--- src/rtl/ram8_pkg.sv ---
// Shared constants for the two-port RAM arbiter controller: state encoding,
// port identifiers and default RAM geometry.
package ram8_pkg;

  localparam int ADDR_W_DEF = 3;
  localparam int DATA_W_DEF = 16;

  localparam logic PORT_A = 1'b0;
  localparam logic PORT_B = 1'b1;

  typedef logic [1:0] state_t;

  localparam state_t IDLE   = 2'd0;
  localparam state_t ACCESS = 2'd1;
  localparam state_t DONE   = 2'd2;

endpackage

--- src/rtl/ram8_arbiter_ctrl_rr_arb2.sv ---
// Two-requester grant selection: round-robin against the previous winner,
// or fixed priority to port A. Purely combinational.
module rr_arb2
  import ram8_pkg::*;
(
  input  logic [1:0] req,
  input  logic       last_grant,
  input  logic       rr_en,
  output logic       grant
);

  always_comb begin
    grant = PORT_A;
    if (req == 2'b11) begin
      grant = rr_en ? ~last_grant : PORT_A;
    end else if (req[1]) begin
      grant = PORT_B;
    end
  end

endmodule

--- src/rtl/ram8_arbiter_ctrl.sv ---
// Shares one 8x16 register-file RAM between an instruction-fetch port (A) and a
// data port (B): arbitrate in IDLE, one RAM access cycle, then acknowledge.
module ram8_arbiter_ctrl
  import ram8_pkg::*;
#(
  parameter int ADDR_W = ADDR_W_DEF,
  parameter int DATA_W = DATA_W_DEF,
  parameter bit RR_EN  = 1'b1
) (
  input  logic              CLK,
  input  logic              RST_,
  input  logic              A_REQ,
  input  logic              A_WE,
  input  logic [ADDR_W-1:0] A_ADDR,
  input  logic [DATA_W-1:0] A_WDATA,
  output logic              A_ACK,
  output logic [DATA_W-1:0] A_RDATA,
  input  logic              B_REQ,
  input  logic              B_WE,
  input  logic [ADDR_W-1:0] B_ADDR,
  input  logic [DATA_W-1:0] B_WDATA,
  output logic              B_ACK,
  output logic [DATA_W-1:0] B_RDATA,
  output logic              RAM_E,
  output logic              RAM_W,
  output logic              RAM_R,
  output logic [ADDR_W-1:0] RAM_ADDR,
  output logic [DATA_W-1:0] RAM_D,
  input  logic [DATA_W-1:0] RAM_Q,
  output logic [1:0]        dbg_state
);

  // Requester handshake: a port raises X_REQ with X_WE/X_ADDR/X_WDATA and
  // keeps REQ high until X_ACK, a single-cycle completion pulse. Fields are
  // sampled only in the IDLE cycle that grants the port; REQ still high in
  // the cycle after ACK is a new request using that cycle's fields.

  state_t            state_q, state_d;
  logic              grant_q, grant_d;
  logic              last_grant_q, last_grant_d;
  logic              op_we_q, op_we_d;
  logic [ADDR_W-1:0] op_addr_q, op_addr_d;
  logic [DATA_W-1:0] op_wdata_q, op_wdata_d;
  logic [DATA_W-1:0] a_rdata_q, a_rdata_d;
  logic [DATA_W-1:0] b_rdata_q, b_rdata_d;
  logic              ram_e_q, ram_e_d;
  logic              ram_w_q, ram_w_d;
  logic              ram_r_q, ram_r_d;
  logic              a_ack_q, a_ack_d;
  logic              b_ack_q, b_ack_d;

  logic [1:0]        req;
  logic              arb_grant;

  assign req = {B_REQ, A_REQ};

  rr_arb2 u_arb (
    .req        (req),
    .last_grant (last_grant_q),
    .rr_en      (RR_EN),
    .grant      (arb_grant)
  );

  // Strobes and ACKs are flops loaded with the decode of the next state, so
  // they track the state register exactly and reset drops them at once.
  always_comb begin
    state_d      = state_q;
    grant_d      = grant_q;
    last_grant_d = last_grant_q;
    op_we_d      = op_we_q;
    op_addr_d    = op_addr_q;
    op_wdata_d   = op_wdata_q;
    a_rdata_d    = a_rdata_q;
    b_rdata_d    = b_rdata_q;
    ram_e_d      = 1'b0;
    ram_w_d      = 1'b0;
    ram_r_d      = 1'b0;
    a_ack_d      = 1'b0;
    b_ack_d      = 1'b0;
    case (state_q)
      IDLE: begin
        if (|req) begin
          grant_d    = arb_grant;
          op_we_d    = (arb_grant == PORT_B) ? B_WE    : A_WE;
          op_addr_d  = (arb_grant == PORT_B) ? B_ADDR  : A_ADDR;
          op_wdata_d = (arb_grant == PORT_B) ? B_WDATA : A_WDATA;
          state_d    = ACCESS;
          ram_e_d    = 1'b1;
          ram_w_d    = op_we_d;
          ram_r_d    = ~op_we_d;
        end
      end
      ACCESS: begin
        state_d = DONE;
        if (!op_we_q) begin
          if (grant_q == PORT_B) begin
            b_rdata_d = RAM_Q;
          end else begin
            a_rdata_d = RAM_Q;
          end
        end
        a_ack_d = (grant_q == PORT_A);
        b_ack_d = (grant_q == PORT_B);
      end
      DONE: begin
        state_d      = IDLE;
        last_grant_d = grant_q;
      end
      default: begin
        state_d = IDLE;
      end
    endcase
  end

  always_ff @(posedge CLK or negedge RST_) begin
    if (!RST_) begin
      state_q      <= IDLE;
      grant_q      <= PORT_A;
      last_grant_q <= PORT_B;
      op_we_q      <= 1'b0;
      op_addr_q    <= '0;
      op_wdata_q   <= '0;
      a_rdata_q    <= '0;
      b_rdata_q    <= '0;
      ram_e_q      <= 1'b0;
      ram_w_q      <= 1'b0;
      ram_r_q      <= 1'b0;
      a_ack_q      <= 1'b0;
      b_ack_q      <= 1'b0;
    end else begin
      state_q      <= state_d;
      grant_q      <= grant_d;
      last_grant_q <= last_grant_d;
      op_we_q      <= op_we_d;
      op_addr_q    <= op_addr_d;
      op_wdata_q   <= op_wdata_d;
      a_rdata_q    <= a_rdata_d;
      b_rdata_q    <= b_rdata_d;
      ram_e_q      <= ram_e_d;
      ram_w_q      <= ram_w_d;
      ram_r_q      <= ram_r_d;
      a_ack_q      <= a_ack_d;
      b_ack_q      <= b_ack_d;
    end
  end

  assign A_ACK     = a_ack_q;
  assign B_ACK     = b_ack_q;
  assign A_RDATA   = a_rdata_q;
  assign B_RDATA   = b_rdata_q;
  assign RAM_E     = ram_e_q;
  assign RAM_W     = ram_w_q;
  assign RAM_R     = ram_r_q;
  assign RAM_ADDR  = op_addr_q;
  assign RAM_D     = op_wdata_q;
  assign dbg_state = state_q;

endmodule

--- config.mk ---
export PLATFORM = sky130hd
export DESIGN_NAME = ram8_arbiter_ctrl
export DESIGN_NICKNAME = d
export VERILOG_FILES = /design/src/rtl/ram8_pkg.sv /design/src/rtl/ram8_arbiter_ctrl_rr_arb2.sv /design/src/rtl/ram8_arbiter_ctrl.sv
export SDC_FILE = /design/constraint.sdc
export NUM_CORES = 1
export LEC_CHECK = 0
export ABC_AREA = 1
export ABC_CLOCK_PERIOD_IN_PS = 3920
export BUFFER_PORTS_ARGS = -buffer_cell sky130_fd_sc_hd__buf_2
export CORE_ASPECT_RATIO = 1.1
export CORE_UTILIZATION = 50
export DETAILED_ROUTE_END_ITERATION = 10
export PLACE_DENSITY = 0.84
export RECOVER_POWER = 25
export SLEW_MARGIN = 10
export SYNTH_ARGS = -nofsm -noshare
export SYNTH_HDL_FRONTEND = slang
export SYNTH_HIERARCHICAL = 1
export SYNTH_SLANG_ARGS = --single-unit
export TNS_END_PERCENT = 10
--- constraint.sdc ---
create_clock -name CLK -period 3.92 [get_ports CLK]
set_input_delay 0.392 -clock CLK [delete_from_list [all_inputs] [get_ports CLK]]
set_output_delay 0.392 -clock CLK [all_outputs]
set_load 0.1 [all_outputs]
==> results.sh <==
export IMPL_vias_per_cell=4.83
export IMPL_r2r_start="last_grant_q$_DFFE_PN1N_"
export IMPL_endpoint_kind="flip-flop"
export IMPL_syn2layout_area_growth_pct=29.1
export IMPL_layout_nets=503
export IMPL_setup_violations=0
export IMPL_reg2regPathDepth=8
export IMPL_cp_start_kind="flip-flop"
export IMPL_worst_pin_slew_ns=1.19
export IMPL_htreeDepth=3
export IMPL_drv_max_cap_violation_count=0
export IMPL_ys_flop_type="dfrtp_1"
export IMPL_postCtsSetupRepairBufs=0
export IMPL_rsz0062_at_grt="false"
export IMPL_hold_viol=0
export IMPL_path_class="flip-flop to flip-flop"
export IMPL_clock_skew_ns=0.00422
export IMPL_cp_endpoint="RAM_W$_DFF_PN0_"
export IMPL_yosys_register_bits=61
export IMPL_hold_path_class="input pin to asynchronous set/reset pin"
export IMPL_num_antenna_cells=0
export IMPL_grt_pass1_wl_um=10100
export IMPL_dr_pass1_iters=9
export IMPL_n_fill_cell=424
export IMPL_cts_buffers=9
export IMPL_synth_most_common_cell="nand2_1"
export IMPL_period_share=0.529
export IMPL_drive_gt1_frac=0.313
export IMPL_relSlewSlack=0.204
export IMPL_setup_tns_ns=0
export IMPL_clk_pin_slew_worst_paths_ns=0.06
export IMPL_cts_tree="yes"
export IMPL_grt_max_degree=62
export IMPL_hold_buffers=0
export IMPL_routedWlPerCell_um=11.7
export IMPL_synthCells=329
export IMPL_syn_num_nets=389
export IMPL_rows=27
export IMPL_start_util=0.524
export IMPL_antenna_found_initial=0
export IMPL_required_ns=4.17
export IMPL_r2r_slack_ns=1.85
export IMPL_dieArea_um2=5570
export IMPL_crit_start="last_grant_q$_DFFE_PN1N_"
export IMPL_status="finished, violations left"
export IMPL_dp_final_hpwl_um=4170
export IMPL_synth_area_leaders="dfrtp_1, nand2_1, nand3_1"
export IMPL_clock_latency_ns=0.32
export IMPL_core_area_um2=5030
export IMPL_critical_path_max_fanout=22
export IMPL_detailroute_via_count=2446
export IMPL_cts_resized=0
export IMPL_synthTopCellsByCount="nand2_1, dfrtp_1, nand3_1"
export IMPL_globalRouteOverflowTotal=0
export IMPL_max_freq_mhz=482
export IMPL_track_usage=0.235
export IMPL_yosysWarnings=6
export IMPL_chipHeight_um=78.2
export IMPL_grt_pass1_vias=2280
export IMPL_cts_buffer_depth=2
export IMPL_synth_edf_count=0
export IMPL_async_flop_share=1.00
export IMPL_drc=9
export IMPL_finalMaxSlewViolations=0
export IMPL_synth_avg_cell_area_um2=8.02
export IMPL_worstReg2RegEnd="RAM_W$_DFF_PN0_"
export IMPL_synth_area_um2=2640
export IMPL_antenna_violating_nets_post_route=0
export IMPL_yosys_area_top_type="dfrtp_1"
export IMPL_gp_congestion=0.791
export IMPL_clock_sinks=61
export IMPL_crit_arrival_ns=2.33
export IMPL_drt_iter0_markers=183
export IMPL_violations="design-rule violations"
export IMPL_synth_cell_types=17
export IMPL_ys_seq_area_frac=0.579
export IMPL_io_buffers=117
export IMPL_synth_top_area_frac=0.569
export IMPL_root_buffer="clkbuf_8"
export IMPL_post_route_min_period_ns=2.07
export IMPL_ios=118
export IMPL_routed_wl_um=5940
export IMPL_die_w_um=71.3
[layer usage]
layer	wire length, um	GRT usage	part of all wire
met1	2690	0.314	0.45
met2	2720	0.370	0.46
met3	494	0.0642	0.083
met4	37	0.0780	0.0062
met5	0	0	0
[cells by family after synthesis]
kind of cell | count (synthesis) | synth area share
other | 1 | 0.00142
DFF | 61 | 0.579
buffers and inverters | 25 | 0.0479
AOI/OAI and AO/OA | 1 | 0.00189
and+or+nand+nor | 241 | 0.370
[sequential cells by signal, indices dropped and copies added (netlist names)]
name / count
B_RDATA: 16
op_we_q: 1
grant_q: 1
RAM_ADDR: 3
RAM_R: 1
dbg_state: 2
RAM_D: 16
RAM_W: 1
last_grant_q: 1
RAM_E: 1
B_ACK: 1
A_ACK: 1
A_RDATA: 16
[cell type report]
| class | instances | area (um2) | area share |
|---|---|---|---|
| Multi-Input combinational cell | 243 | 985 | 0.289 |
| Clock buffer | 16 | 190 | 0.0558 |
| Timing Repair Buffer | 118 | 593 | 0.174 |
| Tap cell | 58 | 72.6 | 0.0213 |
| Sequential cell | 61 | 1530 | 0.449 |
| Inverter | 10 | 37.5 | 0.0110 |
[how the worst min path moves through the flow]
| stage | startpoint | to | slack, ns |
|---|---|---|---|
| 3_3_place_gp | A_RDATA[14]$_DFFE_PN0P_ | A_RDATA[14]$_DFFE_PN0P_ | 0.45 |
| 6_report | RST_ | A_RDATA[0]$_DFFE_PN0P_ | 0.21 |
| 3_5_place_dp | B_RDATA[4]$_DFFE_PN0P_ | B_RDATA[4]$_DFFE_PN0P_ | 0.45 |
| 5_1_grt | RST_ | B_RDATA[15]$_DFFE_PN0P_ | 0.29 |
| 2_1_floorplan | RST_ | A_ACK$_DFF_PN0_ | 0.1 |
| 4_1_cts | RST_ | A_RDATA[0]$_DFFE_PN0P_ | 0.24 |
[stage by stage]
| stage | instances | hold WS, ns | utilization | setup WS, ns | area [um2] |
|---|---|---|---|---|---|
| 2_1_floorplan | 329 | 0.0964 | - | 2.16 | 2640 |
| 3_3_place_gp | 490 | 0.448 | 0.639 | 1.91 | 3220 |
| 5_1_grt | 506 | 0.293 | 0.677 | 1.57 | 3410 |
| 6_report | 506 | 0.214 | 0.677 | 1.85 | 3410 |
| 3_5_place_dp | 490 | 0.454 | 0.639 | 1.81 | 3220 |
| 4_1_cts | 506 | 0.237 | 0.677 | 1.84 | 3410 |
[critical path, stage by stage (launching register included)]
cell,delay (ns)
dfstp_2,0.56
nor2_4,0.05
nand2_1,0.05
nand2_1,0.38
inv_1,0.59
nand2_1,0.09
nand2_1,0.10
nand2_1,0.08
inv_1,0.12
[cells in the final DEF, fill, tap and decap left out]
| cell | instances |
|---|---|
| clkbuf_1 | 3 |
| buf_4 | 1 |
| o21ai_0 | 1 |
| nor2_4 | 3 |
| nor2_2 | 1 |
| nor2_1 | 7 |
| nand2_2 | 2 |
| inv_1 | 8 |
| nand2_1 | 195 |
| dfstp_2 | 1 |
| dfrtp_1 | 60 |
| conb_1 | 1 |
| clkbuf_8 | 13 |
| nand3_1 | 33 |
| buf_2 | 117 |
| inv_2 | 2 |
Power is not shown: default switching activity piles up to over one toggle a cycle in this logic, so the estimate is an artifact.
